$ cat config.mk
export PLATFORM = sky130hd
export DESIGN_NAME = muldiv
export DESIGN_NICKNAME = d
export VERILOG_FILES = /design/src/rtl/muldiv_pkg.sv /design/src/rtl/muldiv_iter.sv /design/src/rtl/muldiv.sv
export SDC_FILE = /design/constraint.sdc
export NUM_CORES = 1
export LEC_CHECK = 0
export CORE_UTILIZATION = 46
export DETAILED_ROUTE_END_ITERATION = 12
export GPL_TIMING_DRIVEN = 0
export SLEW_MARGIN = 15
export SYNTH_ARGS = -nofsm -noshare
export SYNTH_HDL_FRONTEND = slang
export SYNTH_HIERARCHICAL = 1
export SYNTH_SLANG_ARGS = --single-unit
export TNS_END_PERCENT = 1
$ cat constraint.sdc
create_clock -name clk -period 15 [get_ports clk]
set_input_delay 3 -clock clk [delete_from_list [all_inputs] [get_ports clk]]
set_output_delay 3 -clock clk [all_outputs]
set_load 0.1 [all_outputs]
$ cat src/rtl/muldiv_pkg.sv
`default_nettype none
// ============================================================================
//  Module      : muldiv_pkg
//  Description : Shared op codes, FSM encodings and op-decode helpers for the
//                iterative RV32M multiply/divide unit.
//  Revision    : 1.0 - initial release
// ============================================================================
package muldiv_pkg;

    // funct3 encodings of the M-extension ops handled by the unit
    localparam logic [2:0] MD_MUL    = 3'b000;
    localparam logic [2:0] MD_MULH   = 3'b001;
    localparam logic [2:0] MD_MULHSU = 3'b010;
    localparam logic [2:0] MD_MULHU  = 3'b011;
    localparam logic [2:0] MD_DIV    = 3'b100;
    localparam logic [2:0] MD_DIVU   = 3'b101;
    localparam logic [2:0] MD_REM    = 3'b110;
    localparam logic [2:0] MD_REMU   = 3'b111;

    typedef enum logic [1:0] {
        MD_IDLE = 2'd0,
        MD_CALC = 2'd1,
        MD_FIX  = 2'd2,
        MD_DONE = 2'd3
    } md_state_e;

    // rs1 is treated as signed for every op except the fully unsigned ones
    function automatic logic md_signed_a(input logic [2:0] f);
        return (f != MD_MULHU) && (f != MD_DIVU) && (f != MD_REMU);
    endfunction

    // rs2 is signed only for the signed x signed ops
    function automatic logic md_signed_b(input logic [2:0] f);
        return (f == MD_MUL) || (f == MD_MULH) || (f == MD_DIV) || (f == MD_REM);
    endfunction

    function automatic logic md_is_div(input logic [2:0] f);
        return (f == MD_DIV) || (f == MD_DIVU) || (f == MD_REM) || (f == MD_REMU);
    endfunction

    function automatic logic md_is_rem(input logic [2:0] f);
        return (f == MD_REM) || (f == MD_REMU);
    endfunction

    function automatic logic md_is_signed_div(input logic [2:0] f);
        return (f == MD_DIV) || (f == MD_REM);
    endfunction

endpackage : muldiv_pkg
`default_nettype wire

$ cat src/rtl/muldiv_iter.sv
`default_nettype none
// ============================================================================
//  Module      : muldiv_iter
//  Description : One radix-2 iteration step: shift-add for multiply and
//                restoring shift-subtract for divide. Purely combinational;
//                the caller decides which results to keep.
//  Revision    : 1.0 - initial release
// ============================================================================
module muldiv_iter #(
    parameter int XLEN = 32
) (
    input  logic [2*XLEN-1:0] prod_in,
    input  logic [XLEN-1:0]   mcand,
    input  logic [XLEN-1:0]   rem_in,
    input  logic [XLEN-1:0]   quo_in,
    input  logic [XLEN-1:0]   divisor,
    output logic [2*XLEN-1:0] prod_out,
    output logic [XLEN-1:0]   rem_out,
    output logic [XLEN-1:0]   quo_out
);

    logic [XLEN:0] addend;
    logic [XLEN:0] sum;
    logic [XLEN:0] shifted;
    logic [XLEN:0] diff;

    // Multiplier bits sit in the low half and shift out as the product grows
    // into the high half; dividend bits shift out of quo into the partial
    // remainder while quotient bits shift in behind them.
    always_comb begin
        addend   = prod_in[0] ? {1'b0, mcand} : '0;
        sum      = {1'b0, prod_in[2*XLEN-1:XLEN]} + addend;
        prod_out = {sum, prod_in[XLEN-1:1]};

        shifted  = {rem_in, quo_in[XLEN-1]};
        diff     = shifted - {1'b0, divisor};
        if (diff[XLEN]) begin
            rem_out = shifted[XLEN-1:0];
            quo_out = {quo_in[XLEN-2:0], 1'b0};
        end else begin
            rem_out = diff[XLEN-1:0];
            quo_out = {quo_in[XLEN-2:0], 1'b1};
        end
    end

endmodule : muldiv_iter
`default_nettype wire

$ cat src/rtl/muldiv.sv
`default_nettype none
// ============================================================================
//  Module      : muldiv
//  Description : Iterative RV32M multiply/divide unit. Works on operand
//                magnitudes, iterates one bit per cycle, then applies sign
//                correction. Start/busy/done handshake with pipeline flush.
//  Revision    : 1.0 - initial release
// ============================================================================
module muldiv
    import muldiv_pkg::*;
#(
    parameter int XLEN  = 32,
    parameter int CNT_W = 6
) (
    input  logic            clk,
    input  logic            reset,
    input  logic            start,
    input  logic [2:0]      funct3,
    input  logic [XLEN-1:0] a,
    input  logic [XLEN-1:0] b,
    input  logic            flush,
    output logic            busy,
    output logic            done,
    output logic [XLEN-1:0] result
);

    localparam logic [XLEN-1:0]  MIN_NEG  = {1'b1, {(XLEN-1){1'b0}}};
    localparam logic [CNT_W-1:0] CNT_LOAD = CNT_W'(XLEN);
    localparam logic [CNT_W-1:0] CNT_ONE  = CNT_W'(1);

    md_state_e         state_q, state_d;
    logic [CNT_W-1:0]  cnt_q, cnt_d;
    logic [2:0]        op_q, op_d;
    logic              neg_q, neg_d;
    logic [XLEN-1:0]   mag_a_q, mag_a_d;
    logic [XLEN-1:0]   mag_b_q, mag_b_d;
    logic [2*XLEN-1:0] prod_q, prod_d;
    logic [XLEN-1:0]   rem_q, rem_d;
    logic [XLEN-1:0]   quo_q, quo_d;
    logic              busy_q, busy_d;
    logic              done_q, done_d;
    logic [XLEN-1:0]   result_q, result_d;

    logic [2*XLEN-1:0] prod_nx;
    logic [XLEN-1:0]   rem_nx;
    logic [XLEN-1:0]   quo_nx;

    logic              sa;
    logic              sb;
    logic [XLEN-1:0]   in_mag_a;
    logic [XLEN-1:0]   in_mag_b;
    logic              div_zero;
    logic              div_ovf;
    logic [XLEN-1:0]   special_res;
    logic [2*XLEN-1:0] prod_fix;
    logic [XLEN-1:0]   quo_fix;
    logic [XLEN-1:0]   rem_fix;
    logic [XLEN-1:0]   res_fix;

    muldiv_iter #(
        .XLEN (XLEN)
    ) u_iter (
        .prod_in  (prod_q),
        .mcand    (mag_a_q),
        .rem_in   (rem_q),
        .quo_in   (quo_q),
        .divisor  (mag_b_q),
        .prod_out (prod_nx),
        .rem_out  (rem_nx),
        .quo_out  (quo_nx)
    );

    // Decode the incoming request and sign-correct / select the finished result
    always_comb begin
        sa       = md_signed_a(funct3) & a[XLEN-1];
        sb       = md_signed_b(funct3) & b[XLEN-1];
        in_mag_a = sa ? -a : a;
        in_mag_b = sb ? -b : b;

        div_zero = md_is_div(funct3) && (b == '0);
        div_ovf  = md_is_signed_div(funct3) && (a == MIN_NEG) && (b == '1);
        if (div_zero) begin
            special_res = md_is_rem(funct3) ? a : '1;
        end else begin
            special_res = md_is_rem(funct3) ? '0 : MIN_NEG;
        end

        prod_fix = neg_q ? -prod_q : prod_q;
        quo_fix  = neg_q ? -quo_q  : quo_q;
        rem_fix  = neg_q ? -rem_q  : rem_q;
        case (op_q)
            MD_MUL:                       res_fix = prod_fix[XLEN-1:0];
            MD_MULH, MD_MULHSU, MD_MULHU: res_fix = prod_fix[2*XLEN-1:XLEN];
            MD_DIV, MD_DIVU:              res_fix = quo_fix;
            default:                      res_fix = rem_fix;
        endcase
    end

    // Next-state logic for the FSM, iteration registers and registered outputs
    always_comb begin
        state_d  = state_q;
        cnt_d    = cnt_q;
        op_d     = op_q;
        neg_d    = neg_q;
        mag_a_d  = mag_a_q;
        mag_b_d  = mag_b_q;
        prod_d   = prod_q;
        rem_d    = rem_q;
        quo_d    = quo_q;
        result_d = result_q;

        case (state_q)
            MD_IDLE: begin
                if (start && !flush) begin
                    op_d    = funct3;
                    mag_a_d = in_mag_a;
                    mag_b_d = in_mag_b;
                    neg_d   = md_is_rem(funct3) ? sa : (sa ^ sb);
                    if (div_zero || div_ovf) begin
                        result_d = special_res;
                        state_d  = MD_DONE;
                    end else begin
                        cnt_d   = CNT_LOAD;
                        prod_d  = {{XLEN{1'b0}}, in_mag_b};
                        quo_d   = in_mag_a;
                        rem_d   = '0;
                        state_d = MD_CALC;
                    end
                end
            end
            MD_CALC: begin
                if (flush) begin
                    state_d = MD_IDLE;
                end else begin
                    prod_d = prod_nx;
                    rem_d  = rem_nx;
                    quo_d  = quo_nx;
                    cnt_d  = cnt_q - CNT_ONE;
                    if (cnt_q == CNT_ONE) begin
                        state_d = MD_FIX;
                    end
                end
            end
            MD_FIX: begin
                if (flush) begin
                    state_d = MD_IDLE;
                end else begin
                    result_d = res_fix;
                    state_d  = MD_DONE;
                end
            end
            default: begin
                state_d = MD_IDLE;
            end
        endcase

        busy_d = (state_d == MD_CALC) || (state_d == MD_FIX);
        done_d = (state_d == MD_DONE);
    end

    // State and datapath registers; reset discards any op in flight
    always_ff @(posedge clk or posedge reset) begin
        if (reset) begin
            state_q  <= MD_IDLE;
            cnt_q    <= '0;
            op_q     <= '0;
            neg_q    <= 1'b0;
            mag_a_q  <= '0;
            mag_b_q  <= '0;
            prod_q   <= '0;
            rem_q    <= '0;
            quo_q    <= '0;
            busy_q   <= 1'b0;
            done_q   <= 1'b0;
            result_q <= '0;
        end else begin
            state_q  <= state_d;
            cnt_q    <= cnt_d;
            op_q     <= op_d;
            neg_q    <= neg_d;
            mag_a_q  <= mag_a_d;
            mag_b_q  <= mag_b_d;
            prod_q   <= prod_d;
            rem_q    <= rem_d;
            quo_q    <= quo_d;
            busy_q   <= busy_d;
            done_q   <= done_d;
            result_q <= result_d;
        end
    end

    assign busy   = busy_q;
    assign done   = done_q;
    assign result = result_q;

endmodule : muldiv
`default_nettype wire

Word-level counts from Yosys, hierarchy flattened
Index checks and enable logic that the tools add are counted.

word-level totals
  flip-flop bits (word level) = 238
  bits of input ports = 71
  output and inout port bits = 34
  logic and storage cells = 116

operators by class
  add/subtract/negate cells = 8
  equal/unequal tests = 26
  muxes and demuxes = 39
  bitwise logic cells = 3
  reductions and logical operators = 28

operators by type and width
  operator                                                         count
  32-bit two-way mux                                               18
  64-bit two-way mux                                               4
  32-bit one-hot mux with 2 select lines                           3
  32-bit negation                                                  4
  64-bit one-hot mux with 2 select lines                           1
  32-bit one-hot mux with 3 select lines                           1
  32-bit == test, second input constant                            2
  64-bit negation                                                  1
  32-bit by 33-bit adder with 33-bit output                        1
  33-bit by 32-bit subtractor with 33-bit output                   1
  32-bit logical NOT                                               1
  3-bit == test, second input constant                             6
  6-bit two-way mux                                                3
  6-bit one-hot mux with 2 select lines                            1
  1-bit logical OR                                                 10
  2-bit two-way mux                                                5
  2-bit inequality test, second input constant                     5
  4-bit AND reduction                                              2
  2-bit == test, second input constant                             3
  3-bit by 1-bit == test with 1-bit output, second input constant  2
  3-bit by 2-bit == test with 1-bit output, second input constant  2
  6-bit by 1-bit == test with 1-bit output, second input constant  1
  1-bit logical AND                                                6
  3-bit logical NOT                                                2
  other kinds (14)                                                 19

Longest topological paths before layout
  depth after elaboration = 11
  depth in mapped cells = 15

Cells and area by module
Netlist, hierarchy kept.

by module, submodules not included
  module       times used  cells each  area each (µm²)  seq. area each (µm²)
  muldiv       1           1946        15723.8          5955.7
  muldiv_iter  1           620         4275.4           0.0

Worst setup path before layout
Ideal clock, no wire load.

  kind = input to register
  start = input a[4]
  end = register rem_q[23]
  library setup time = 0.117 ns
  arrival time = 5.225 ns
  required time = 14.883 ns
  path slack = 9.658 ns
  stages = 9
  cells stage by stage = nor4_1 nand4_1 or2_1 o311a_1 o21a_1 clkbuf_1 buf_1 nand3_1 nand2_1

between the ends
  cells in the longest elaborated chain, start to end = 6

ends and longest elaborated chain
  element                                 line           source
  start, declared                         muldiv.sv:19   input logic [XLEN-1:0] a,
  32-bit == test                          muldiv.sv:81   div_ovf = md_is_signed_div(funct3) && (a == MIN_NEG) && (b == '1);
  1-bit logical AND (2 in series)         muldiv.sv:81
  1-bit logical OR                        muldiv.sv:119  if (div_zero || div_ovf) begin
  2-bit inequality test (no source line)  --
  4-bit AND reduction (no source line)    --
  end signal, assigned                    muldiv.sv:184  rem_q <= rem_d;
  end, declared                           muldiv.sv:38   logic [XLEN-1:0] rem_q, rem_d;

Every way passes these cells.
A chain may end at the register's enable or synchronous reset.

Worst setup path after layout
  start = input b[25]
  end = register rem_q[7]

between the ends
  cells in the longest elaborated chain, start to end = 5

ends and longest elaborated chain
  element                                               line                        source
  start, declared                                       muldiv.sv:20                input logic [XLEN-1:0] b,
  32-bit == test or 32-bit logical NOT (tied branches)  muldiv.sv:81, muldiv.sv:80
  1-bit logical AND (on tied branches)                  muldiv.sv:81, muldiv.sv:80
  1-bit logical OR (*)                                  muldiv.sv:119
  2-bit inequality test (no source line) (*)            --
  4-bit AND reduction (no source line) (*)              --

Every way passes the cells marked *; elsewhere a longest branch is shown, timed or not.

==> impl_summary.txt <==
----------------------------------------------------
[Layout]
  Most common cell after layout, fill and taps aside ... nand2_1
  Share of post-route cells with drive strength above 1 ... 0.0795
  Combined area of the multi-input logic cells ... 12,700 um2
  Number of fill cells in the layout ... 4,206
  Seq. cell area ... 5960 um2
  Post-layout utilization of the core ... 0.531
  Most frequent cells in the layout ... nand2_1, dfrtp_1, o21ai_0
  Area Growth Syn to Fin ... 14.2%
  Final net count ... 2,851

[Synthesis]
  Syn Std Cell Area ... 20,000 um2
  Number of unique standard cell types used by synthesis ... 97
  Synthesized area divided by synthesized cell count ... 7.79 um2
  Leading register cell type out of synthesis ... dfrtp_1
  Instance count of the mapped netlist ... 2,566
  Synthesized flop and latch total ... 238
  Net count after synthesis ... 2,712
  Fraction of synthesis flops using an asynchronous set or reset pin ... 1.00
  Yosys warnings ... 6
  Sequential area share after synthesis ... 0.298
  Number of flops mapped to enable cells by yosys ... 0

[Drt]
  Iter 0 DRT Violations ... 2,860
  Post-route antenna net violation count ... 0
  Pre-antenna DRT Iters ... 5
  Total wire length after detailed routing ... 93.7 mm
  Via/cell ratio ... 6.46
  Wirelength per Cell ... 28.3 um
  Number of vias in the routed layout ... 21,423
  Residual DRC ... 0

[Timing]
  Unrepaired setup endpoints after global routing ... no
  Maximum operating frequency ... 142 MHz
  Max_slew headroom ... 0.116
  Final total negative setup slack ... 0 ps
  Minimum clock period ... 7050 ps
  Maximum clock skew at final layout ... 15.8 ps
  Worst-case setup margin in the final layout ... 7950 ps
  Final setup violation count ... 0
  Final hold viol count ... 0
  Period utilization ... 0.470
  Final Max Tran Viols ... 0
  Transition time at the pin with the least slew margin ... 1320 ps

[Global route]
  Vias in the first global route ... 19,775
  Maximum number of pins on one net before global-route repair ... 92
  Wire length of the first global-routing pass ... 135 mm
  Initial antenna violation count ... 4
  GRT Resource Usage Total ... 0.418
  Final global-route overflow total ... 0

[Clock network]
  Clock insertion delay at the later pin of the skew report ... 610 ps
  # resized after CTS ... 0
  CTS tree ... built
  Clock slew at reported path FFs ... 60 ps
  CTS Buf Count ... 31
  Number of sinks on the clock net ... 238
  Clock Path Buffers ... 3
  Setup Fix Bufs, Post-CTS ... 0
  Hold buffer count at CTS ... 0
  Depth of the CTS H-tree ... 1
  Cell at the root of the clock tree ... clkbuf_16

[Worst setup path]
  Worst EP arrival ... 7550 ps
  Data required, critical path ... 15,490 ps
  Delay of the slowest cell on the worst path ... 810 ps
  WS Path Type ... input pin to register
  Maximum fanout along the worst path ... 10
  CP Cell Sequence ... clkdlybuf4s50_1 > or4_1 > nor4_1 > nand4_1 > o311a_1 > o21a_1 > clkbuf_1 > buf_1 > nand3_1 > nand2_1
  Length in cells of the worst reg-to-reg path ... 8
  Element type at the critical path end ... register
  Cell type of the slowest stage on the worst timing path ... nor4_1
  Startpoint Class ... input pin

[Placed design]
  Place WS ... 7490 ps
  Number of port buffers ... 104
  Placer congestion estimate ... 1.03
  Final HPWL DP ... 74.2 mm

[Pwr]
  Leakage power total ... 9.88 nW
  Power density cells ... 132 nW/um2
  Peak VDD IR ... 167 uV
  Power, Total ... 3.03 mW

[Floorplan]
  Core footprint ... 43,000 um2
  Die footprint ... 44,300 um2
  Initial standard-cell utilization of the core ... 0.465
  Width of the die ... 211 um
  Number of I/O pins ... 105
  Die Y ... 211 um
  Number of rows created at floorplan ... 76

[Min path]
  Class of the most critical hold timing path ... register to register
  Cell count of the worst hold path ... 2

[Job]
  Max-Cap Viols ... 0

[Outcome]
  Run status ... finished, final reports clean

----------------------------------------------------
[synth_stat cells, drive strengths merged (9+ instances only)]
| master | number | area (um2) |
|---|---|---|
| or2 | 16 | 100 |
| clkbuf | 98 | 368 |
| nand3 | 92 | 460 |
| a211oi | 34 | 260 |
| o211ai | 34 | 260 |
| or4 | 28 | 225 |
| o21ai | 256 | 1290 |
| o22ai | 17 | 106 |
| nand4 | 31 | 194 |
| xnor2 | 105 | 938 |
| xor2 | 98 | 858 |
| o31ai | 49 | 410 |
| and2 | 38 | 238 |
| nand2b | 26 | 163 |
| a21o | 43 | 323 |
| a22oi | 10 | 75.1 |
| buf | 113 | 708 |
| nand2 | 419 | 1570 |
| a31oi | 19 | 125 |
| nor3 | 55 | 297 |
| a21oi | 133 | 673 |
| or3 | 39 | 249 |
| mux2i | 20 | 200 |
| ha | 73 | 913 |
| o21a | 17 | 128 |
| mux2 | 14 | 158 |
| and4 | 9 | 78.8 |
| o221ai | 9 | 78.8 |
| inv | 67 | 251 |
| nor2 | 169 | 637 |
| nor4 | 47 | 319 |
| o41ai | 26 | 258 |
| dfrtp | 238 | 5960 |
[per-stage QoR]
stage	hold WS, ps	instances	cell area [um2]
2_1_floorplan	438	2566	20000
3_3_place_gp	462	3255	21800
3_5_place_dp	456	3257	21800
4_1_cts	470	3313	22800
5_1_grt	495	3313	22800
6_report	467	3315	22800
[power by group]
part           switching, mW  internal (mW)  leakage, nW
clock network          0.322          0.426        0.478
registers              0.225          0.749         3.09
logic                  0.853          0.452         6.31
[final cells by class]
type / count / share of cell area
Multi-Input combinational cell: 2050 / 0.557
Sequential cell: 238 / 0.261
Timing Repair Buffer: 106 / 0.0480
Buffer: 211 / 0.0471
Clock buffer: 38 / 0.0360
Tap cell: 585 / 0.0320
Inverter: 67 / 0.0113
Clock inverter: 18 / 0.00778
Antenna cell: 2 / 0.000219
[worst paths after layout]
| check | start | endpoint | slack [ps] |
|---|---|---|---|
| worst max-delay path | b[25] | rem_q[7] | 7950 |
| worst min-delay path | mag_a_q[25] | mag_a_q[25] | 470 |
| worst max register to register | neg_q | result[29] | 10050 |
| worst min register to register | mag_a_q[25] | mag_a_q[25] | 470 |
| max in group asynchronous | reset | mag_a_q[4] | 11260 |
| min in group asynchronous | reset | mag_b_q[24] | 2830 |
[critical path, delay by kind of cell]
kind	cells	cell delay, ps
compound gates	2	630
buf+inv	3	1540
simple gates	5	2370
[per-layer routing]
layer	vias to the layer above	global-route usage	share of wire
li1	9503	-	-
met1	10437	0.574	0.42
met2	1252	0.616	0.42
met3	229	0.126	0.11
met4	2	0.156	0.042
met5	-	0	0.00014
[state kept, by name, indices dropped and copies added, names as in the netlist]
signal   flops
state_q      2
cnt_q        6
op_q         3
result      32
prod_q      64
mag_a_q     32
neg_q        1
quo_q       32
done         1
rem_q       32
busy         1
mag_b_q     32
[cells by family after synthesis]
kind of cell,count (synthesis),share of synthesized area
compound gates,732,0.239
flops,238,0.298
xor+xnor,203,0.0898
simple gates,1006,0.241
fa+ha+maj,75,0.0477
mux,34,0.0179
buf+inv,278,0.0664
Power figures use the tool's default switching activity.
